===== config.mk =====
export PLATFORM = sky130hd
export DESIGN_NAME = encoder_snapshot_scheduler
export DESIGN_NICKNAME = d
export VERILOG_FILES = /design/src/rtl/encoder_snapshot_scheduler_pkg.sv /design/src/rtl/encoder_snapshot_scheduler_rise_detect.sv /design/src/rtl/encoder_snapshot_scheduler.sv
export SDC_FILE = /design/constraint.sdc
export NUM_CORES = 1
export LEC_CHECK = 0
export ABC_AREA = 1
export CAP_MARGIN = 20
export CORE_ASPECT_RATIO = 1.4
export CORE_MARGIN = 2
export CORE_UTILIZATION = 44
export CTS_CLUSTER_DIAMETER = 200
export DETAILED_ROUTE_END_ITERATION = 6
export PLACE_DENSITY = 0.8
export SETUP_SLACK_MARGIN = 0.02
export SLEW_MARGIN = 15
export SYNTH_ARGS = -nofsm -noshare
export SYNTH_HDL_FRONTEND = slang
export SYNTH_SLANG_ARGS = --single-unit

===== constraint.sdc =====
create_clock -name clk -period 2.6 [get_ports clk]
set_clock_uncertainty 0.2 [all_clocks]
set_input_delay 0.52 -clock clk [delete_from_list [all_inputs] [get_ports clk]]
set_output_delay 0.52 -clock clk [all_outputs]
set_load 0.1 [all_outputs]

===== src/rtl/encoder_snapshot_scheduler_pkg.sv =====
// enc_sched_pkg: shared types and default widths for the encoder snapshot scheduler
package enc_sched_pkg;
    localparam int CNT_W_DEF  = 32;
    localparam int DEC_W_DEF  = 8;
    localparam int STAT_W_DEF = 16;
    typedef enum logic [1:0] {TRIG_OFF, TRIG_HIGH, TRIG_LOW, TRIG_BOTH} trig_mode_e;
    typedef enum logic [1:0] {S_IDLE, S_WAIT_Z, S_RUN} state_e;
endpackage


===== src/rtl/encoder_snapshot_scheduler_rise_detect.sv =====
// rise_detect: one-cycle pulse on a rising level; history resets to RST_VAL
module rise_detect #(
    parameter logic RST_VAL = 1'b1
) (
    input  logic clk,
    input  logic rst,
    input  logic d_i,
    output logic rise_o
);
    logic prev_q;
    always_ff @(posedge clk) prev_q <= rst ? RST_VAL : d_i;
    assign rise_o = d_i & ~prev_q;
endmodule


===== src/rtl/encoder_snapshot_scheduler.sv =====
// encoder_snapshot_scheduler: carrier-triggered, decimated, index-gated capture of encoder counts with valid/ack handoff
module encoder_snapshot_scheduler
    import enc_sched_pkg::*;
#(
    parameter int CNT_W  = CNT_W_DEF,
    parameter int DEC_W  = DEC_W_DEF,
    parameter int STAT_W = STAT_W_DEF
) (
    input  logic              clk,
    input  logic              rst,
    input  logic              enable,
    input  logic [1:0]        trig_mode,
    input  logic [DEC_W-1:0]  decim,
    input  logic              require_index,
    input  logic              z_pulse,
    input  logic              carrier_high,
    input  logic              carrier_low,
    input  logic [CNT_W-1:0]  steps_in,
    input  logic [CNT_W-1:0]  position_in,
    output logic [CNT_W-1:0]  steps_synced,
    output logic [CNT_W-1:0]  position_synced,
    output logic              snap_valid,
    input  logic              snap_ack,
    output logic [STAT_W-1:0] snap_seq,
    output logic [STAT_W-1:0] overrun_cnt,
    output logic              capture_strobe,
    output logic              armed
);
    state_e             state_q, state_d;
    logic [DEC_W-1:0]   dcnt_q, dcnt_d;
    logic [CNT_W-1:0]   steps_q, pos_q;
    logic [STAT_W-1:0]  seq_q, ovr_q;
    logic               valid_q, strobe_q;
    logic               rise_h, rise_l, z_rise, ev, fire;
    trig_mode_e         mode;

    rise_detect #(.RST_VAL(1'b1)) u_rh (.clk(clk), .rst(rst), .d_i(carrier_high), .rise_o(rise_h));
    rise_detect #(.RST_VAL(1'b1)) u_rl (.clk(clk), .rst(rst), .d_i(carrier_low),  .rise_o(rise_l));
    rise_detect #(.RST_VAL(1'b1)) u_rz (.clk(clk), .rst(rst), .d_i(z_pulse),      .rise_o(z_rise));

    assign mode = trig_mode_e'(trig_mode);
    assign ev = (mode == TRIG_HIGH && rise_h) || (mode == TRIG_LOW && rise_l) ||
                (mode == TRIG_BOTH && (rise_h || rise_l));

    always_comb begin
        state_d = state_q;
        dcnt_d  = dcnt_q;
        fire    = 1'b0;
        if (!enable) begin
            state_d = S_IDLE;
            dcnt_d  = '0;
        end else begin
            case (state_q)
                S_IDLE:   state_d = require_index ? S_WAIT_Z : S_RUN;
                S_WAIT_Z: state_d = z_rise ? S_RUN : S_WAIT_Z;
                S_RUN: if (ev) begin
                    fire   = dcnt_q >= decim;
                    dcnt_d = fire ? '0 : dcnt_q + 1'b1;
                end
                default:  state_d = S_IDLE;
            endcase
        end
    end

    always_ff @(posedge clk) begin
        if (rst) begin
            state_q  <= S_IDLE;
            dcnt_q   <= '0;
            steps_q  <= '0;
            pos_q    <= '0;
            seq_q    <= '0;
            ovr_q    <= '0;
            valid_q  <= 1'b0;
            strobe_q <= 1'b0;
        end else begin
            state_q  <= state_d;
            dcnt_q   <= dcnt_d;
            strobe_q <= fire;
            valid_q  <= fire | (valid_q & ~snap_ack);
            if (fire) begin
                steps_q <= steps_in;
                pos_q   <= position_in;
                seq_q   <= seq_q + 1'b1;
            end
            // an ack landing with the fire consumes the old snapshot, so it is not an overrun
            if (fire && valid_q && !snap_ack && !(&ovr_q))
                ovr_q <= ovr_q + 1'b1;
        end
    end

    assign steps_synced    = steps_q;
    assign position_synced = pos_q;
    assign snap_valid      = valid_q;
    assign snap_seq        = seq_q;
    assign overrun_cnt     = ovr_q;
    assign capture_strobe  = strobe_q;
    assign armed           = state_q == S_RUN;
endmodule


==> metrics.txt <==
# TYPE chip_impl_metric gauge
chip_impl_info{name="status",value="completed"} 1
chip_impl_info{name="crit_path_cell_trace",value="clkdlybuf4s50_1 -> inv_1 -> ha_1 -> nand2_1 -> nor2_1 -> nor2_1 -> nand2_1 -> nand2_1 -> nand2_2 -> nand3_4 -> buf_4 -> buf_4 -> nor3_1 -> nor2_1"} 1
chip_impl_metric{name="postSynthCellCount",unit=""} 650
chip_impl_metric{name="floorplan.initialDensity",unit=""} 0.454
chip_impl_metric{name="route.vias.total",unit=""} 4743
chip_impl_info{name="hold_class",value="flip-flop to flip-flop"} 1
chip_impl_metric{name="die-height",unit="µm"} 127
chip_impl_metric{name="routed_wirelength",unit="mm"} 12.3
chip_impl_metric{name="layout-drive-gt1-share",unit=""} 0.184
chip_impl_metric{name="asyncSetResetFlopFracSynth",unit=""} 0
chip_impl_metric{name="worst_skew_pair.late_latency",unit="ns"} 0.34
chip_impl_metric{name="number_of_distinct_standard_cells_referenced_by_the_synthesized_netlist",unit=""} 34
chip_impl_metric{name="antenna_violating_nets_post_route",unit=""} 0
chip_impl_metric{name="cts.sink_count",unit=""} 111
chip_impl_metric{name="synth_fp_nets",unit=""} 743
chip_impl_metric{name="vdd_ir_drop_max",unit="mV"} 0.321
chip_impl_metric{name="design.die.area",unit="mm²"} 0.0117
chip_impl_metric{name="pwr-share-seq",unit=""} 0.492
chip_impl_metric{name="initial_antenna_violation_count",unit=""} 0
chip_impl_metric{name="design.core.area",unit="mm²"} 0.0105
chip_impl_metric{name="die-width",unit="µm"} 91.8
chip_impl_info{name="grt_setup_unrepaired",value="no"} 1
chip_impl_info{name="tritoncts",value="done"} 1
chip_impl_metric{name="number_of_warning_messages_in_the_yosys_log",unit=""} 0
chip_impl_metric{name="io_buffers",unit=""} 180
chip_impl_metric{name="timing.final.setup_violations",unit=""} 0
chip_impl_info{name="cpMaxStageDelayCell",value="clkdlybuf4s50_1"} 1
chip_impl_metric{name="yosys.area.top_type_share",unit=""} 0.467
chip_impl_metric{name="antennaDiodeCount",unit=""} 0
chip_impl_metric{name="synth.yosys.seq_area_share",unit=""} 0.467
chip_impl_metric{name="wl_per_cell",unit="µm"} 12.7
chip_impl_metric{name="grt_start_max_net_pins",unit=""} 74
chip_impl_metric{name="placement_row_count",unit=""} 44
chip_impl_info{name="yosys-top-cells-area",value="dfxtp_1 (47%), nand2_1 (17%), a21oi_1 (9.6%)"} 1
chip_impl_metric{name="p_sw",unit="mW"} 0.690
chip_impl_metric{name="layout.cells.non_filler",unit=""} 968
chip_impl_metric{name="first_pass_iters",unit=""} 4
chip_impl_metric{name="clk_pin_slew_worst_paths",unit="ns"} 0.07
chip_impl_metric{name="timing.final.max_slew_violations",unit=""} 0
chip_impl_metric{name="post_synthesis_instance_area",unit="mm²"} 0.00475
chip_impl_metric{name="drc",unit=""} 0
chip_impl_metric{name="detailedPlacementHpwl",unit="mm"} 9.24
chip_impl_info{name="timing.critical_path.max_delay_family",value="buffers and inverters"} 1
chip_impl_metric{name="nFillCells",unit=""} 932
chip_impl_metric{name="power_report.internal_total",unit="mW"} 2.77
chip_impl_metric{name="timing.max_slew.rel_slack",unit=""} 0.506
chip_impl_metric{name="netSwitchingFraction",unit=""} 0.199
chip_impl_metric{name="place.detailed.instances",unit=""} 953
chip_impl_metric{name="grt_pass1_vias",unit=""} 4550
chip_impl_metric{name="syn-mean-instance-area",unit="µm²"} 7.31
chip_impl_metric{name="cts_made_buffers",unit=""} 9
chip_impl_metric{name="total_leakage_power",unit="nW"} 2.78
chip_impl_metric{name="powerDensity",unit="mW/mm²"} 507
chip_impl_metric{name="critPathRequiredTime",unit="ns"} 2.63
chip_impl_metric{name="htreeDepth",unit=""} 3
chip_impl_metric{name="post_cts_resized",unit=""} 0
chip_impl_metric{name="timing_worst_slew_pin_value",unit="ns"} 0.742
chip_impl_info{name="end_kind",value="flip-flop"} 1
chip_impl_metric{name="min_period_over_period",unit=""} 0.911
chip_impl_metric{name="reg2reg_setup_slack",unit="ns"} 0.49
chip_impl_metric{name="synth-edff-count",unit=""} 0
chip_impl_metric{name="timing.final.hold_violations",unit=""} 0
chip_impl_metric{name="total_power",unit="mW"} 3.46
chip_impl_metric{name="cts.path.max_buffers",unit=""} 2
chip_impl_metric{name="power.clock.fraction",unit=""} 0.452
chip_impl_metric{name="critical_path.n_buffers_inverters",unit=""} 4
chip_impl_metric{name="global_route.overflow_total",unit=""} 0
chip_impl_metric{name="share_comb_of_total_power",unit=""} 0.056
chip_impl_metric{name="drv.max_cap_violation_count",unit=""} 0
chip_impl_metric{name="gpl.final_weighted_congestion",unit=""} 0.912
chip_impl_metric{name="critPathMaxFanout",unit=""} 10
chip_impl_metric{name="grt_util_all_layers",unit=""} 0.205
chip_impl_metric{name="avgViaCountPerCell",unit=""} 4.90
chip_impl_metric{name="drtIter0Drc",unit=""} 221
chip_impl_metric{name="area_growth_syn_to_layout",unit="%"} 43.5
chip_impl_metric{name="nNetsFinal",unit=""} 919
chip_impl_metric{name="post_cts_hold_buffer_count",unit=""} 0
chip_impl_metric{name="top_level_ports",unit=""} 181
chip_impl_metric{name="grt_first_pass_wirelength",unit="mm"} 19.9
chip_impl_metric{name="fmax",unit="MHz"} 422
chip_impl_info{name="synthDominantAreaCellType",value="dfxtp_1"} 1
chip_impl_metric{name="layout.core_utilization",unit=""} 0.652
chip_impl_info{name="synth_most_common_cell",value="nand2_1"} 1
chip_impl_metric{name="synth-seq-cells",unit=""} 111
chip_impl_info{name="timing.setup.critical_path_class",value="input port to flip-flop"} 1
chip_impl_metric{name="critical_path.max_stage_delay",unit="ns"} 0.46
chip_impl_metric{name="worst-endpoint-arrival",unit="ns"} 2.40
chip_impl_info{name="cts-root-buf",value="clkbuf_16"} 1
chip_impl_info{name="post_synth_most_frequent_cells",value="nand2_1 (213), dfxtp_1 (111), a21oi_1 (91), inv_1 (51), nor2_1 (50)"} 1
chip_impl_metric{name="post_cts.repair.setup_buffers",unit=""} 0
chip_impl_metric{name="finalWorstPathRequiredPeriod",unit="ns"} 2.37
chip_impl_info{name="worst_setup_path_start_kind",value="input port"} 1
chip_impl_info{name="most_common_flop_cell_mapped_by_yosys",value="dfxtp_1"} 1
[power by group through the flow]
stage	combinational (mW)	clock [mW]	sequential (mW)
CTS	0.195	1.60	1.70
finish	0.193	1.56	1.70
global route	0.210	1.67	1.70
floorplan	0.0581	0	1.74
detailed placement	0.194	0	1.74
global placement	0.191	0	1.74
[area by class of cell]
cell class / instances / area, µm² / share of cell area
sequential: 111 / 2220 / 0.326
timing repair buffer: 194 / 1700 / 0.250
inverter: 54 / 205 / 0.0301
multi-input combinational: 456 / 2170 / 0.318
clock buffer: 9 / 225 / 0.0330
tap: 138 / 173 / 0.0253
clock inverter: 6 / 119 / 0.0174
[per-stage QoR]
step | hold WS, ns | setup TNS (ns) | worst slack (ns) | cell area, µm²
floorplan | 0.270 | 0 | 0.146 | 4760
global placement | 0.251 | -7.27 | -0.152 | 6470
detailed placement | 0.256 | -9.97 | -0.199 | 6470
CTS | 0.268 | 0 | 0.160 | 6820
global route | 0.273 | 0 | 0.0501 | 6820
finish | 0.264 | 0 | 0.233 | 6820
[cell usage in the layout, fill, tap and decap left out, types with 9 or more instances in the layout]
cell,netlist,final
nand3_1,24,24
nor2_1,50,50
a21oi_1,91,91
inv_1,51,51
ha_1,11,11
dfxtp_1,111,109
clkdlybuf4s50_1,0,80
buf_4,2,109
nor3_1,13,13
nand2_1,213,213
clkbuf_16,0,9
[worst register-to-register path, stage by stage, from the launching register on]
cell and delay [ns]:
dfxtp_2 0.38, ha_1 0.23, nand2_1 0.09, inv_1 0.08
nand3_1 0.08, nor3_1 0.23, nand3_1 0.16, nor2_1 0.12
nor2_1 0.06, buf_4 0.16, nand3_1 0.08, nand2_1 0.05
nor2_1 0.13
[kinds of logic (layout without fill, tap and decap cells)]
logic type / Yosys count / count (layout) / synth area share
AO/OA/AOI/OAI: 104 / 104 / 0.114
XOR/XNOR: 8 / 8 / 0.0147
adder cells (fa/ha/maj): 11 / 11 / 0.0290
buffers and inverters: 83 / 263 / 0.0763
flip-flops: 111 / 111 / 0.467
AND/OR/NAND/NOR: 333 / 333 / 0.299
[worst paths after layout]
check,cells past startpoint,start,to
max,14,decim[2],snap_seq[3]
min,2,position_synced[6],position_synced[6]
max reg2reg,12,overrun_cnt[0],overrun_cnt[4]
min reg2reg,2,position_synced[6],position_synced[6]
[flip-flops by register name, indices dropped and copies added (netlist names)]
signal           count
position_synced     32
steps_synced        32
overrun_cnt         16
snap_seq            16
dcnt_q               8
state_q              2
capture_strobe       1
snap_valid           1
u_rh.prev_q          1
u_rl.prev_q          1
u_rz.prev_q          1
[metal layers]
metal	vias up	share of wire	global-route usage
li1	2415	-	-
met3	13	0.070	0.0548
met1	2180	0.40	0.234
met2	135	0.51	0.375
met4	0	0.015	0.0588
met5	-	0	0
Note: power is estimated with default switching activity, not from simulation.
